**config.mk**
```make
export PLATFORM = sky130hd
export DESIGN_NAME = fetch_cycle
export DESIGN_NICKNAME = d
export VERILOG_FILES = /design/src/rtl/fetch_cycle.sv
export SDC_FILE = /design/constraint.sdc
export NUM_CORES = 1
export LEC_CHECK = 0
export CORE_MARGIN = 8
export CORE_UTILIZATION = 47
export CTS_CLUSTER_SIZE = 40
export DETAILED_ROUTE_END_ITERATION = 16
export HOLD_SLACK_MARGIN = 0.12
export PLACE_DENSITY = 0.79
export SYNTH_ARGS = -nofsm -noshare
export SYNTH_HDL_FRONTEND = slang
export SYNTH_SLANG_ARGS = --single-unit
```
**constraint.sdc**
```tcl
create_clock -name clk -period 2 [get_ports clk]
set_input_delay 0.4 -clock clk [delete_from_list [all_inputs] [get_ports clk]]
set_output_delay 0.4 -clock clk [all_outputs]
set_load 0.03 [all_outputs]
```
**src/rtl/fetch_cycle.sv**
```systemverilog
// Instruction fetch stage: fetch PC, imem request handshake and IF/ID register.
// Handles decode stalls via a one-entry hold buffer and redirects via a discard state.
module fetch_cycle #(
  parameter logic [31:0] RESET_PC  = 32'h0000_0000,
  parameter logic [31:0] NOP_INSTR = 32'h0000_0013
) (
  input  logic        clk,
  input  logic        reset,
  input  logic        StallF,
  input  logic        FlushD,
  input  logic        PCSelectE,
  input  logic [31:0] PCTargetE,
  output logic        imem_req,
  output logic [31:0] imem_addr,
  input  logic        imem_ready,
  input  logic [31:0] imem_rdata,
  output logic [31:0] instructionF,
  output logic [31:0] PCF,
  output logic [31:0] PCPlus4F,
  output logic        ValidF
);

  localparam logic [1:0] FETCH   = 2'd0;
  localparam logic [1:0] DISCARD = 2'd1;
  localparam logic [1:0] HOLD    = 2'd2;

  logic [1:0]  state_q, state_d;
  logic [31:0] pc_q, pc_d;
  logic [31:0] tgt_q, tgt_d;
  logic [31:0] buf_instr_q, buf_instr_d;
  logic [31:0] buf_pc_q, buf_pc_d;
  logic        buf_vld_q, buf_vld_d;
  logic [31:0] instr_q, instr_d;
  logic [31:0] pcf_q, pcf_d;
  logic        valid_q, valid_d;

  logic        done;
  logic        load_fetch;
  logic        load_buf;
  logic [31:0] tgt_in;
  logic [31:0] pc_inc;

  assign imem_req     = reset & (state_q != HOLD);
  assign imem_addr    = pc_q;
  assign instructionF = instr_q;
  assign PCF          = pcf_q;
  assign ValidF       = valid_q;
  assign PCPlus4F     = pcf_q + 32'd4;

  assign done   = imem_req & imem_ready;
  assign tgt_in = {PCTargetE[31:2], 2'b00};
  assign pc_inc = pc_q + 32'd4;

  // Fetch PC, pending redirect target and hold buffer.
  always_comb begin
    state_d     = state_q;
    pc_d        = pc_q;
    tgt_d       = tgt_q;
    buf_instr_d = buf_instr_q;
    buf_pc_d    = buf_pc_q;
    buf_vld_d   = buf_vld_q;
    unique case (state_q)
      FETCH: begin
        if (PCSelectE) begin
          if (done) begin
            pc_d = tgt_in;
          end else begin
            tgt_d   = tgt_in;
            state_d = DISCARD;
          end
        end else if (done) begin
          pc_d = pc_inc;
          if (StallF) begin
            buf_instr_d = imem_rdata;
            buf_pc_d    = pc_q;
            buf_vld_d   = 1'b1;
            state_d     = HOLD;
          end
        end
      end
      DISCARD: begin
        // The old request must finish before the new PC can be issued.
        if (done) begin
          pc_d    = PCSelectE ? tgt_in : tgt_q;
          state_d = FETCH;
        end else if (PCSelectE) begin
          tgt_d = tgt_in;
        end
      end
      HOLD: begin
        if (PCSelectE) begin
          pc_d      = tgt_in;
          buf_vld_d = 1'b0;
          state_d   = FETCH;
        end else if (!FlushD && !StallF) begin
          buf_vld_d = 1'b0;
          state_d   = FETCH;
        end
      end
      default: begin
        state_d = FETCH;
      end
    endcase
  end

  assign load_fetch = (state_q == FETCH) & done & ~StallF;
  assign load_buf   = (state_q == HOLD) & buf_vld_q & ~StallF;

  // IF/ID register: redirect > flush > stall > new word > bubble.
  always_comb begin
    instr_d = instr_q;
    pcf_d   = pcf_q;
    valid_d = valid_q;
    if (PCSelectE || FlushD) begin
      instr_d = NOP_INSTR;
      valid_d = 1'b0;
    end else if (StallF) begin
      instr_d = instr_q;
    end else if (load_fetch) begin
      instr_d = imem_rdata;
      pcf_d   = pc_q;
      valid_d = 1'b1;
    end else if (load_buf) begin
      instr_d = buf_instr_q;
      pcf_d   = buf_pc_q;
      valid_d = 1'b1;
    end else begin
      instr_d = NOP_INSTR;
      valid_d = 1'b0;
    end
  end

  always_ff @(posedge clk or negedge reset) begin
    if (!reset) begin
      state_q     <= FETCH;
      pc_q        <= RESET_PC;
      tgt_q       <= 32'd0;
      buf_instr_q <= 32'd0;
      buf_pc_q    <= 32'd0;
      buf_vld_q   <= 1'b0;
      instr_q     <= NOP_INSTR;
      pcf_q       <= 32'd0;
      valid_q     <= 1'b0;
    end else begin
      state_q     <= state_d;
      pc_q        <= pc_d;
      tgt_q       <= tgt_d;
      buf_instr_q <= buf_instr_d;
      buf_pc_q    <= buf_pc_d;
      buf_vld_q   <= buf_vld_d;
      instr_q     <= instr_d;
      pcf_q       <= pcf_d;
      valid_q     <= valid_d;
    end
  end

endmodule
```
### Word-level counts from Yosys, hierarchy flattened

Index checks and enable logic that the tools add are counted.

| cells by class | value |
|---|---|
| bitwise logic cells | 9 |
| eq/ne operators | 16 |
| muxes and demuxes | 35 |
| reduce and logical (&&, ||, !) cells | 15 |
| add/sub/neg operators | 2 |

Operators by type and width:

| cell | number |
|---|---|
| $mux 32 | 15 |
| $pmux 32 s3 | 1 |
| $add 32x3->32 const B | 2 |
| $pmux 32 s2 | 1 |
| $ne 2x2->1 const B | 9 |
| $mux 2 | 7 |
| $ne 3x3->1 const B | 4 |
| $reduce_and 4->1 | 3 |
| $reduce_and 5->1 | 2 |
| $mux 1 | 9 |
| $and 1x1->1 | 6 |
| $pmux 2 s3 | 1 |
| $reduce_bool 2->1 | 3 |
| $not 1->1 | 3 |
| $reduce_and 3->1 | 1 |
| $reduce_bool 3->1 | 1 |
| $eq 2x1->1 const B | 1 |
| $eq 2x2->1 const B | 1 |
| $logic_not 1->1 | 2 |
| $logic_not 2->1 | 1 |
| $ne 2x1->1 const B | 1 |
| $pmux 1 s2 | 1 |
| $logic_and 1x1->1 | 1 |
| $logic_or 1x1->1 | 1 |

| word-level totals | value |
|---|---|
| word-level logic and storage cells | 86 |
| register bits after elaboration | 196 |
| output and inout port bits | 130 |

### Logic depth before layout (Yosys ltp)

| logic depth | value |
|---|---|
| word-level depth | 8 |
| mapped depth | 11 |
| mapped depth without buffers | 7 |

### Least setup slack after synthesis

OpenSTA, ideal clock, no wires.

| timing path | value |
|---|---|
| kind | reg2out |
| start | register pcf_q[2] (netlist: PCF[2]) |
| end | output PCPlus4F[20] |
| stages on the path, launching flop included | 7 |
| slack | -0.555 ns |
| buffers on the path | 0 |
| arrival | 2.155 ns |
| cell sequence | dfrtp_1 -> ha_1 -> and4_1 -> nand4_1 -> nor2_1 -> nand3_1 -> xnor2_1 |

| on the way | value |
|---|---|
| longest elaborated chain between the ends | 1 |

Ends and longest elaborated chain:

| item | line | RTL |
|---|---|---|
| start, declared | 34 | `logic [31:0] pcf_q, pcf_d;` |
| start signal, assigned | 152 | `pcf_q <= pcf_d;` |
| $add 32x3->32 | 48 | `assign PCPlus4F = pcf_q + 32'd4;` |
| end, declared | 19 | `output logic [31:0] PCPlus4F,` |

Every way passes these cells.

### Final worst setup path

| timing path | value |
|---|---|
| start | register pc_q[2] (netlist: imem_addr[2]) |
| end | register pc_q[24] (netlist: imem_addr[24]) |

| on the way | value |
|---|---|
| longest elaborated chain between the ends | 4 |

Ends and longest elaborated chain:

| item | line | RTL |
|---|---|---|
| start, declared | 28 | `logic [31:0] pc_q, pc_d;` |
| start signal, assigned | 146 | `pc_q <= pc_d;` |
| $add 32x3->32 | 52 | `assign pc_inc = pc_q + 32'd4;` |
| $mux 32 | 71 | `end else if (done) begin` |
| $mux 32 | 64 | `if (PCSelectE) begin` |
| $pmux 32 s3 | 62 | `unique case (state_q)` |

Every way passes these cells. The select of a mux whose other input is x is not followed.
A chain may end at the register's enable or synchronous reset.

==> impl_metrics.env <==
export IMPL_wire_per_inst_um=31.9
export IMPL_coreArea_um2=21100
export IMPL_yosysSeqAreaShare_pct=48.5
export IMPL_start_util_pct=48.0
export IMPL_clk_latency_ns=0.46
export IMPL_synth_most_common_cell="dfrtp_1"
export IMPL_num_rows=53
export IMPL_fin_crit_ns=2.71
export IMPL_synth_flop_cell="dfrtp_1"
export IMPL_power_leakage_nw=7.65
export IMPL_endpoint_kind="flop"
export IMPL_cts_buffers=17
export IMPL_synth_avg_cell_area_um2=10.1
export IMPL_final_area_um2=17800
export IMPL_status="complete, but fails checks"
export IMPL_place_area_um2=13900
export IMPL_path_max_fanout=5
export IMPL_worst_pin_slew_ns=1.04
export IMPL_die_x_um=163
export IMPL_power_share_clock_pct=13.1
export IMPL_synthTopCellsByCount="193 x dfrtp_1, 140 x nand2_1, 98 x mux2_2"
export IMPL_synth_area_um2=10100
export IMPL_max_freq_mhz=369
export IMPL_p_sw_share_pct=46.8
export IMPL_grt_max_degree=95
export IMPL_clock_skew_ns=0.0126
export IMPL_multi_input_area_um2=7090
export IMPL_hold_path_class="input port to async pin"
export IMPL_rsz0062_at_grt="true"
export IMPL_antenna_found_initial=6
export IMPL_fin_nets=1462
export IMPL_cap_violations=0
export IMPL_yosysUniqueCellTypes=65
export IMPL_grt_overflow_total=0
export IMPL_p_switching_mw=13.1
export IMPL_wl_um=53600
export IMPL_slew_viol_final=0
export IMPL_ys_async_sr_fraction_pct=100
export IMPL_drive_gt1_share_pct=49.7
export IMPL_area_growth_pct=76.1
export IMPL_cts_sinks=196
export IMPL_routed_via_count=11759
export IMPL_synth_nets=1078
export IMPL_synth_top_cell_by_area="dfrtp_1"
export IMPL_syn_inst=1002
export IMPL_antenna_left=0
export IMPL_fillers=880
export IMPL_synth_seq_cells=196
export IMPL_hpwl_um=22600
export IMPL_r2r_cells=8
export IMPL_register_area_um2=4940
export IMPL_p_int_mw=14.9
export IMPL_final_setup_viol_count=227
export IMPL_dieHeight_um=163
export IMPL_gp_congestion=0.865
export IMPL_ys_warn_count=0
export IMPL_grt_pass1_wl_um=67800
export IMPL_combPwrFrac_pct=60.7
export IMPL_cts_tree="done"
export IMPL_p_seq_share_pct=26.2
export IMPL_start_kind="flop"
export IMPL_timing_final_crit_share_pct=135
export IMPL_io_pins=200
export IMPL_cts_root_buffer="clkbuf_16"
export IMPL_portBuffers=197
export IMPL_synth_edff_count=0
export IMPL_synth_area_leaders="dfrtp_1 48%, mux2_2 11%, nand2_1 5.2%"
export IMPL_violations="setup timing"
export IMPL_grt_pass1_vias=11387
export IMPL_clockBufferDepth=2
export IMPL_place_ws_ns=-0.340
export IMPL_vias_per_cell=7.00
export IMPL_critical_path_arrival_ns=3.04
export IMPL_clk_pin_slew_ns=0.08
export IMPL_h_tree_depth=4
export IMPL_die_area_um2=26500
export IMPL_drc=0
export IMPL_path_class="flop to flop"
export IMPL_synth_top_area_share_pct=47.7
export IMPL_ir_drop_v=0.00101
export IMPL_cp_required_ns=2.33
export IMPL_cellPowerDensity_nw_per_um2=1580
export IMPL_post_route_worst_setup_slack_ns=-0.708
export IMPL_initialDrtViolationCount=1818
export IMPL_final_hold_viol_count=0
export IMPL_slew_headroom_pct=29.8
export IMPL_track_usage_pct=32.9
export IMPL_drt_first_pass_iters=7
==> critical path, cell delays in order (launching register included) <==
cell and delay [ns]:
dfrtp_2 0.48, ha_1 0.23, nand3_1 0.10, buf_4 0.19
nor4_1 0.89, buf_4 0.31, a31oi_1 0.15, nor3_4 0.16
nor4_2 0.06
==> worst paths after layout <==
kind / start / end / slack, ns
worst max-delay path: imem_addr[2] / imem_addr[24] / -0.71
max in group asynchronous: reset / instructionF[30] / 0.74
worst max register to register: imem_addr[2] / imem_addr[24] / -0.71
worst min-delay path: reset / imem_addr[3] / 0.20
worst min register to register: instructionF[11] / instructionF[11] / 0.49
min in group clk: instructionF[11] / instructionF[11] / 0.49
==> stage by stage <==
step | setup TNS (ns) | total power, mW | utilization (%) | std cells | hold slack, ns
detailed placement | -42.28 | 18.3 | 65.8 | 1551 | 0.222
CTS | -33.52 | 24.1 | 79.4 | 1664 | 0.192
global route | -72.69 | 28.6 | 84.5 | 1678 | 0.264
finish | -66.27 | 28.1 | 84.5 | 1679 | 0.200
global placement | -36.60 | 18.0 | 65.8 | 1551 | 0.222
floorplan | -12.19 | 13.5 | - | 1002 | 0.104
==> cell type report <==
type	count	share of cell area, %
multi-input cells	713	39.8
flip-flops and latches	196	27.7
repair buffers	441	26.7
clock buffers	17	2.39
well taps	275	1.93
clock inverters	15	1.03
inverters	17	0.393
diodes	5	0.0702
==> registers in the layout (all words and copies together), names as in the netlist <==
name and flops:
buf_instr_q 32, instructionF 32, imem_addr 32, buf_pc_q 32, tgt_q 32, ValidF 1
state_q 2, PCF 32, buf_vld_q 1
==> metal layers <==
layer,GRT usage (%),share of wire (%),vias to the layer above
li1,-,-,4400
met1,39.7,33,5613
met2,51.7,44,1286
met3,8.90,13,460
met4,20.8,9.4,0
met5,0,0,-
==> timing repair <==
action / in CTS / in global routing
gates cloned: 28 / 4
setup buffers: 53 / 34
hold endpoints to repair: 1 / 0
endpoints found under the setup margin: 269 / 230
hold buffers: 1 / 0
resized for setup: 377 / 263
pin swaps: 66 / 45
==> cells by family (layout without fill, tap and decap cells) <==
family / after synthesis / in the layout / synth area share (%)
AO/OA/AOI/OAI: 218 / 218 / 14.4
XOR/XNOR: 29 / 29 / 2.51
adder cells (fa/ha/maj): 6 / 6 / 0.742
buffers and inverters: 93 / 490 / 4.31
flip-flops: 196 / 196 / 48.5
multiplexers: 133 / 133 / 14.4
other: 0 / 5 / 0
AND/OR/NAND/NOR: 327 / 327 / 15.1
==> cell usage in the layout, fill, tap and decap left out, types with 10 or more instances in the layout <==
cell type,count
dfrtp_2,28
buf_4,151
dfrtp_1,165
a21oi_1,18
buf_6,52
inv_1,14
clkdlybuf4s50_1,99
a221oi_1,10
nand2_1,124
a31oi_1,26
dlygate4sd2_1,60
nor2_2,13
nor2_1,32
o21ai_2,32
clkbuf_16,21
buf_12,35
nand3_1,12
mux2_4,95
buf_16,14
mux2i_1,23
nor2_4,28
o21ai_4,15
a31oi_4,15
nand4_1,17
buf_8,14
==> power by group through the flow <==
stage | clock network, mW | logic (mW) | registers (mW)
6_report | 3.67 | 17.0 | 7.37
2_1_floorplan | 0 | 5.40 | 8.11
5_1_grt | 3.78 | 17.4 | 7.42
4_1_cts | 3.51 | 13.7 | 6.82
3_5_place_dp | 0 | 11.6 | 6.79
3_3_place_gp | 0 | 11.3 | 6.69
Power figures use the tool's default switching activity.
